==> src/rtl/geogenius_pkg.sv <==
// Shared definitions for the answer-playback block: state codes,
// debug code for invalid states, default timing and timer width.
package geogenius_pkg;

    typedef enum logic [3:0] {
        OCIOSO  = 4'd0,
        LE      = 4'd1,
        ACESO   = 4'd2,
        APAGADO = 4'd3,
        FIM     = 4'd4
    } estado_t;

    localparam logic [3:0] DB_INVALIDO = 4'hB;

    localparam int T_ON_PAD    = 1000;
    localparam int T_OFF_PAD   = 500;
    localparam int TIMER_W_PAD = 16;

endpackage

==> src/rtl/sequenciador_exibicao_if.sv <==
// Control/memory bus between the game control unit, the answer memory
// and the playback sequencer. pausa only exists with PAUSA_EN defined.
// master: control side (drives start/abort/memory data)
// slave : sequencer side (drives address, LEDs and status)
interface sequenciador_exibicao_if #(
    parameter int ADDR_W = 4,
    parameter int DATA_W = 4
);
    logic              iniciar_exibicao;
    logic [ADDR_W-1:0] num_itens;
    logic              abortar;
    logic [DATA_W-1:0] mem_dado;
`ifdef PAUSA_EN
    logic              pausa;
`endif
    logic [ADDR_W-1:0] mem_addr;
    logic [DATA_W-1:0] leds;
    logic              ocupado;
    logic              fim_exibicao;
    logic [3:0]        db_estado;

    modport master (
`ifdef PAUSA_EN
        output pausa,
`endif
        output iniciar_exibicao,
        output num_itens,
        output abortar,
        output mem_dado,
        input  mem_addr,
        input  leds,
        input  ocupado,
        input  fim_exibicao,
        input  db_estado
    );

    modport slave (
`ifdef PAUSA_EN
        input  pausa,
`endif
        input  iniciar_exibicao,
        input  num_itens,
        input  abortar,
        input  mem_dado,
        output mem_addr,
        output leds,
        output ocupado,
        output fim_exibicao,
        output db_estado
    );

endinterface

==> src/rtl/timer_exibicao.sv <==
// Phase timer for LED playback: clears on zera, advances on conta,
// fim is high while the count equals the programmed limite.
// Ports: clock, reset (async high), zera, conta, limite, fim.
module timer_exibicao #(
    parameter int TIMER_W = 16
) (
    input  logic               clock,
    input  logic               reset,
    input  logic               zera,
    input  logic               conta,
    input  logic [TIMER_W-1:0] limite,
    output logic               fim
);

    logic [TIMER_W-1:0] valor;

    always_ff @(posedge clock or posedge reset) begin
        if (reset) begin
            valor <= '0;
        end else if (zera) begin
            valor <= '0;
        end else if (conta) begin
            valor <= valor + TIMER_W'(1);
        end
    end

    assign fim = (valor == limite);

endmodule

==> src/rtl/sequenciador_exibicao.sv <==
// Plays back answer memory items 0..num_itens on the LEDs, each lit for
// T_ON cycles then blanked T_OFF cycles; start/done handshake with control.
// Ports: clock, reset (async high), bus (slave modport: iniciar_exibicao,
//   num_itens, abortar, mem_dado, [pausa], mem_addr, leds, ocupado,
//   fim_exibicao, db_estado). Optional macro PAUSA_EN adds timer freeze.
module sequenciador_exibicao
    import geogenius_pkg::*;
#(
    parameter int ADDR_W  = 4,
    parameter int DATA_W  = 4,
    parameter int T_ON    = T_ON_PAD,
    parameter int T_OFF   = T_OFF_PAD,
    parameter int TIMER_W = TIMER_W_PAD
) (
    input  logic                  clock,
    input  logic                  reset,
    sequenciador_exibicao_if.slave bus
);

    estado_t            estado;
    logic [ADDR_W-1:0]  addr_q;
    logic [ADDR_W-1:0]  ultimo;
    logic [DATA_W-1:0]  leds_q;
    logic [TIMER_W-1:0] limite;
    logic               em_contagem;
    logic               pausado;
    logic               expirou;
    logic               avanca;
    logic               zera;
    logic               conta;

    assign em_contagem = (estado == ACESO) || (estado == APAGADO);

`ifdef PAUSA_EN
    assign pausado = bus.pausa & em_contagem;
`else
    assign pausado = 1'b0;
`endif

    // A phase ends only on an unpaused expiry; the timer is held at zero
    // outside the timed states so every phase starts from a clean count.
    assign avanca = expirou & ~pausado;
    assign zera   = ~em_contagem | avanca;
    assign conta  = ~pausado;
    assign limite = (estado == ACESO) ? TIMER_W'(T_ON - 1)
                                      : TIMER_W'(T_OFF - 1);

    timer_exibicao #(
        .TIMER_W (TIMER_W)
    ) u_timer (
        .clock  (clock),
        .reset  (reset),
        .zera   (zera),
        .conta  (conta),
        .limite (limite),
        .fim    (expirou)
    );

    always_ff @(posedge clock or posedge reset) begin
        if (reset) begin
            estado <= OCIOSO;
            addr_q <= '0;
            leds_q <= '0;
            ultimo <= '0;
        end else begin
            unique case (estado)
                OCIOSO: begin
                    if (bus.iniciar_exibicao) begin
                        addr_q <= '0;
                        ultimo <= bus.num_itens;
                        estado <= LE;
                    end
                end
                LE: begin
                    if (bus.abortar) begin
                        leds_q <= '0;
                        addr_q <= '0;
                        estado <= OCIOSO;
                    end else begin
                        leds_q <= bus.mem_dado;
                        estado <= ACESO;
                    end
                end
                ACESO: begin
                    if (bus.abortar) begin
                        leds_q <= '0;
                        addr_q <= '0;
                        estado <= OCIOSO;
                    end else if (avanca) begin
                        leds_q <= '0;
                        estado <= APAGADO;
                    end
                end
                APAGADO: begin
                    if (bus.abortar) begin
                        leds_q <= '0;
                        addr_q <= '0;
                        estado <= OCIOSO;
                    end else if (avanca) begin
                        if (addr_q == ultimo) begin
                            estado <= FIM;
                        end else begin
                            addr_q <= addr_q + ADDR_W'(1);
                            estado <= LE;
                        end
                    end
                end
                FIM: begin
                    estado <= OCIOSO;
                end
                default: begin
                    leds_q <= '0;
                    addr_q <= '0;
                    estado <= OCIOSO;
                end
            endcase
        end
    end

    always_comb begin
        bus.db_estado = DB_INVALIDO;
        case (estado)
            OCIOSO, LE, ACESO, APAGADO, FIM: bus.db_estado = estado;
            default:                         bus.db_estado = DB_INVALIDO;
        endcase
    end

    assign bus.ocupado      = em_contagem || (estado == LE);
    assign bus.fim_exibicao = (estado == FIM);
    assign bus.mem_addr     = addr_q;
    assign bus.leds         = leds_q;

endmodule

==> src/flat_wrapper.sv <==
// flat-port wrapper written by rule: the top's interface ports become plain ports
module sequenciador_exibicao_flat import geogenius_pkg::*;
#(
    parameter int ADDR_W  = 4,
    parameter int DATA_W  = 4,
    parameter int T_ON    = T_ON_PAD,
    parameter int T_OFF   = T_OFF_PAD,
    parameter int TIMER_W = TIMER_W_PAD
)
  (clock, reset, bus_iniciar_exibicao, bus_num_itens, bus_abortar, bus_mem_dado, bus_mem_addr, bus_leds, bus_ocupado, bus_fim_exibicao, bus_db_estado);
  sequenciador_exibicao_if #(.ADDR_W(ADDR_W), .DATA_W(DATA_W)) bus_i ();
  input  logic clock;
  input  logic reset;
  input wire logic [$bits(bus_i.iniciar_exibicao)-1:0] bus_iniciar_exibicao;
  input wire logic [$bits(bus_i.num_itens)-1:0] bus_num_itens;
  input wire logic [$bits(bus_i.abortar)-1:0] bus_abortar;
  input wire logic [$bits(bus_i.mem_dado)-1:0] bus_mem_dado;
  output wire logic [$bits(bus_i.mem_addr)-1:0] bus_mem_addr;
  output wire logic [$bits(bus_i.leds)-1:0] bus_leds;
  output wire logic [$bits(bus_i.ocupado)-1:0] bus_ocupado;
  output wire logic [$bits(bus_i.fim_exibicao)-1:0] bus_fim_exibicao;
  output wire logic [$bits(bus_i.db_estado)-1:0] bus_db_estado;
  assign bus_i.iniciar_exibicao = bus_iniciar_exibicao;
  assign bus_i.num_itens = bus_num_itens;
  assign bus_i.abortar = bus_abortar;
  assign bus_i.mem_dado = bus_mem_dado;
  assign bus_mem_addr = bus_i.mem_addr;
  assign bus_leds = bus_i.leds;
  assign bus_ocupado = bus_i.ocupado;
  assign bus_fim_exibicao = bus_i.fim_exibicao;
  assign bus_db_estado = bus_i.db_estado;
  sequenciador_exibicao #(.ADDR_W(ADDR_W), .DATA_W(DATA_W), .T_ON(T_ON), .T_OFF(T_OFF), .TIMER_W(TIMER_W)) u_core (.clock(clock), .reset(reset), .bus(bus_i));
endmodule
==> config.mk <==
export PLATFORM = sky130hd
export DESIGN_NAME = sequenciador_exibicao_flat
export DESIGN_NICKNAME = d
export VERILOG_FILES = /design/src/rtl/geogenius_pkg.sv /design/src/rtl/sequenciador_exibicao_if.sv /design/src/rtl/timer_exibicao.sv /design/src/rtl/sequenciador_exibicao.sv /design/src/flat_wrapper.sv
export SDC_FILE = /design/constraint.sdc
export NUM_CORES = 1
export LEC_CHECK = 0
export ABC_AREA = 1
export CORE_MARGIN = 5
export CORE_UTILIZATION = 50
export CTS_CLUSTER_SIZE = 16
export DETAILED_ROUTE_END_ITERATION = 6
export PLACE_DENSITY = 0.75
export SYNTH_ARGS = -nofsm -noshare
export SYNTH_HDL_FRONTEND = slang
export SYNTH_HIERARCHICAL = 1
export SYNTH_SLANG_ARGS = --single-unit
export TNS_END_PERCENT = 5
==> constraint.sdc <==
create_clock -name clock -period 2.2 [get_ports clock]
set_clock_uncertainty 0.05 [all_clocks]
set_input_delay 0.44 -clock clock [delete_from_list [all_inputs] [get_ports clock]]
set_output_delay 0.44 -clock clock [all_outputs]
set_load 0.05 [all_outputs]
==> results.yml <==
grt:
  grt_usage: 0.180
  grt_overflow: 0
  antenna_found_initial: 0
  grt_max_degree: 17
  first_global_vias: 1769
  grt_pass1_wl_um: 7770
job:
  maxCapViolations: 0
placement:
  dp_hpwl_um: 3460
  place_ws_ns: 0.0795
  dp.cells: 395
  io_buffers: 25
  gp_congestion: 0.825
routing:
  vias: 1914
  wirelength_um: 4590
  firstDrtPassIters: 4
  route.antenna.remaining_nets: 0
  met2_wirelength_um: 2170
  wl_met1_um: 2170
  wl_per_cell_um: 11.3
  vias_per_cell: 4.71
  drt_iter0_markers: 104
  route.detailed.drc: 0
  top_layer_used: "met4"
  route.met3.wl_um: 187
timing:
  finalSetupViolCount: 0
  fin_crit_sh: 0.950
  fin_ws_ns: 0.110
  hold_viol: 0
  maxSlewViolCount: 0
  setup_tns_ns: 0
  slew_headroom: 0.603
  period_needed_ns: 2.09
  fmax_mhz: 478
  worst_pin_slew_ns: 0.594
yosys:
  ys_types: 30
  synth.yosys.seq_area_share: 0.365
  syn_area_sq_mm: 0.00212
  syn_inst: 298
  syn-mean-instance-area_sq_um: 7.13
  ys.warnings.count: 6
  synth-seq-cells: 31
layout:
  finalCoreUtilization: 0.661
  antennaDiodeCount: 0
  drive_gt1_frac: 0.180
  syn_to_final_growth_pct: 26.3
  finalNonFillerCells: 406
  fin_nets: 369
critical_path:
  rr_worst_depth: 16
  r2r-end: "u_core/bus.mem_addr[0]"
  end_kind: "output port"
  cp_max_fo: 7
  crit_type: "reg2out"
  crit_start: "u_core/bus.mem_addr[0]"
  critPathTopFamily: "buffers and inverters"
  start_kind: "flip-flop"
  cp.depth: 1
  cp-endpoint: "bus_mem_addr[0]"
  cpMaxStageDelayCell: "clkdlybuf4s50_1"
  cp.arrival_ns: 1.60
  r2r_setup_slack_ns: 0.14
  r2r-start: "u_core/estado[1]"
  cp.required_ns: 1.71
  critPathBufInv: 1
  crit_path_max_incr_delay_ns: 0.85
  worstPathCellList: "clkdlybuf4s50_1"
floorplanning:
  num_rows: 23
  die_w_um: 75.2
  io_pins: 26
  start_util: 0.523
  core_area_sq_mm: 0.00406
  dieArea_sq_mm: 0.00565
  die_y_um: 75.2
cts:
  cts_buffers: 5
  insertion_delay_ns: 0.28
  cts.path.max_buffers: 2
  cts_tree: "yes"
  clk_pin_slew_worst_paths_ns: 0.07
  numClockSinks: 31
  clockRootBuffer: "clkbuf_8"
  htree_levels: 2
pwr:
  p_int_w: 0.00138
  p_sw_w: 0.00109
  power_frac_comb: 0.493
  p_leak_nw: 1.28
  vdd_ir_drop_max_mv: 0.751
  switching_share: 0.443
  p_per_area_mw_per_mm2: 920
  power_frac_clock: 0.201
  seqPwrFrac: 0.305
min_path:
  hp-class: "reg2reg"
outcome:
  status: "finished, final reports clean"
layout make-up:
class,instances,area [sq um]
fill,357,1380
multi-input combinational,243,1260
sequential,31,776
timing repair buffer,31,318
inverter,43,166
clock buffer,8,100
tap,50,62.6
power groups by stage:
stage                     clock [W]  combinational, W  sequential (W)
after global routing       0.000532           0.00134        0.000768
after detailed placement          0           0.00117        0.000763
final                      0.000497           0.00122        0.000754
after floorplan                   0          0.000733        0.000884
after CTS                  0.000510           0.00117        0.000754
after global placement            0           0.00116        0.000760
repair_timing:
item,4_1_cts,5_1_grt
gates resized for setup,0,3
buffers inserted,0,3
setup endpoints to repair,0,15
hold buffers,0,0
cell usage after synthesis:
| cell | count | share of area |
|---|---|---|
| nand2_2 | 10 | 0.029 |
| or2_2 | 2 | 0.0059 |
| ha_1 | 2 | 0.012 |
| nor3b_2 | 1 | 0.0059 |
| buf_2 | 1 | 0.0024 |
| o21bai_2 | 1 | 0.0053 |
| o21ai_1 | 1 | 0.0024 |
| nand3b_1 | 1 | 0.0035 |
| nand4_1 | 2 | 0.0059 |
| conb_1 | 2 | 0.0035 |
| clkinv_4 | 1 | 0.0041 |
| nand3_4 | 1 | 0.0083 |
| nor3_1 | 1 | 0.0024 |
| inv_2 | 5 | 0.0088 |
| nand3_1 | 19 | 0.045 |
| dfrtp_1 | 31 | 0.37 |
| xnor2_1 | 14 | 0.058 |
| inv_1 | 37 | 0.065 |
| nand3_2 | 2 | 0.0094 |
| xor2_1 | 1 | 0.0041 |
| nand2_1 | 82 | 0.14 |
| a211oi_1 | 2 | 0.0071 |
| nor2_2 | 8 | 0.024 |
| a21oi_1 | 12 | 0.028 |
| o21ai_0 | 5 | 0.012 |
| o21ai_4 | 1 | 0.0077 |
| a31oi_1 | 1 | 0.0029 |
| nor2_4 | 7 | 0.037 |
| nand2_4 | 3 | 0.016 |
| nor2_1 | 42 | 0.074 |
per-stage QoR:
step	power, W	cell area, sq um	hold WS [ns]
global route	0.00264	2680	0.447
CTS	0.00244	2650	0.424
detailed placement	0.00193	2550	0.407
floorplan	0.00162	2200	0.291
finish	0.00247	2680	0.422
global placement	0.00192	2550	0.406
cell families after synthesis:
group,Yosys count,synth area share
simple gates,181,0.411
buf+inv,44,0.0807
flops,31,0.365
compound gates,23,0.0654
xor+xnor,15,0.0619
fa+ha+maj,2,0.0118
other cells,2,0.00354
layer usage:
layer / track usage / up-vias
li1: - / 1011
met1: 0.236 / 860
met2: 0.282 / 36
met3: 0.0414 / 7
met4: 0.0835 / 0
met5: 0 / -
sequential cells by signal, summed over array words and instances (netlist names):
signal and count:
u_core/bus.leds 4, u_core/bus.mem_addr 4, u_core/estado 3, u_core/u_timer/valor 16, u_core/ultimo 4
cell usage in the layout (no fill, tap or decap), types with 2 or more instances in the layout:
cell,netlist,routed
nand2_2,10,11
nand4_1,2,2
nand2_1,82,81
ha_1,2,2
nand3_1,19,19
buf_12,0,3
a21oi_1,12,12
inv_2,5,5
nand2_4,3,3
xnor2_1,14,14
nand3_2,2,2
clkbuf_8,0,7
buf_4,0,9
a211oi_1,2,2
or2_2,2,2
inv_1,37,37
nor2_4,7,7
dfrtp_1,31,31
nor2_2,8,10
conb_1,2,22
o21ai_0,5,5
clkdlybuf4s50_1,0,19
nor2_1,42,40
how the worst min path moves through the flow:
stage,from,endpoint,cells past startpoint
final,u_core/bus.leds[3],u_core/bus.leds[3],2
after global routing,u_core/bus.leds[3],u_core/bus.leds[3],2
after CTS,u_core/bus.leds[3],u_core/bus.leds[3],2
after detailed placement,u_core/bus.leds[3],u_core/bus.leds[3],2
after global placement,u_core/bus.leds[1],u_core/bus.leds[1],2
after floorplan,reset,u_core/bus.leds[0],1
Power figures use the tool's default switching activity.
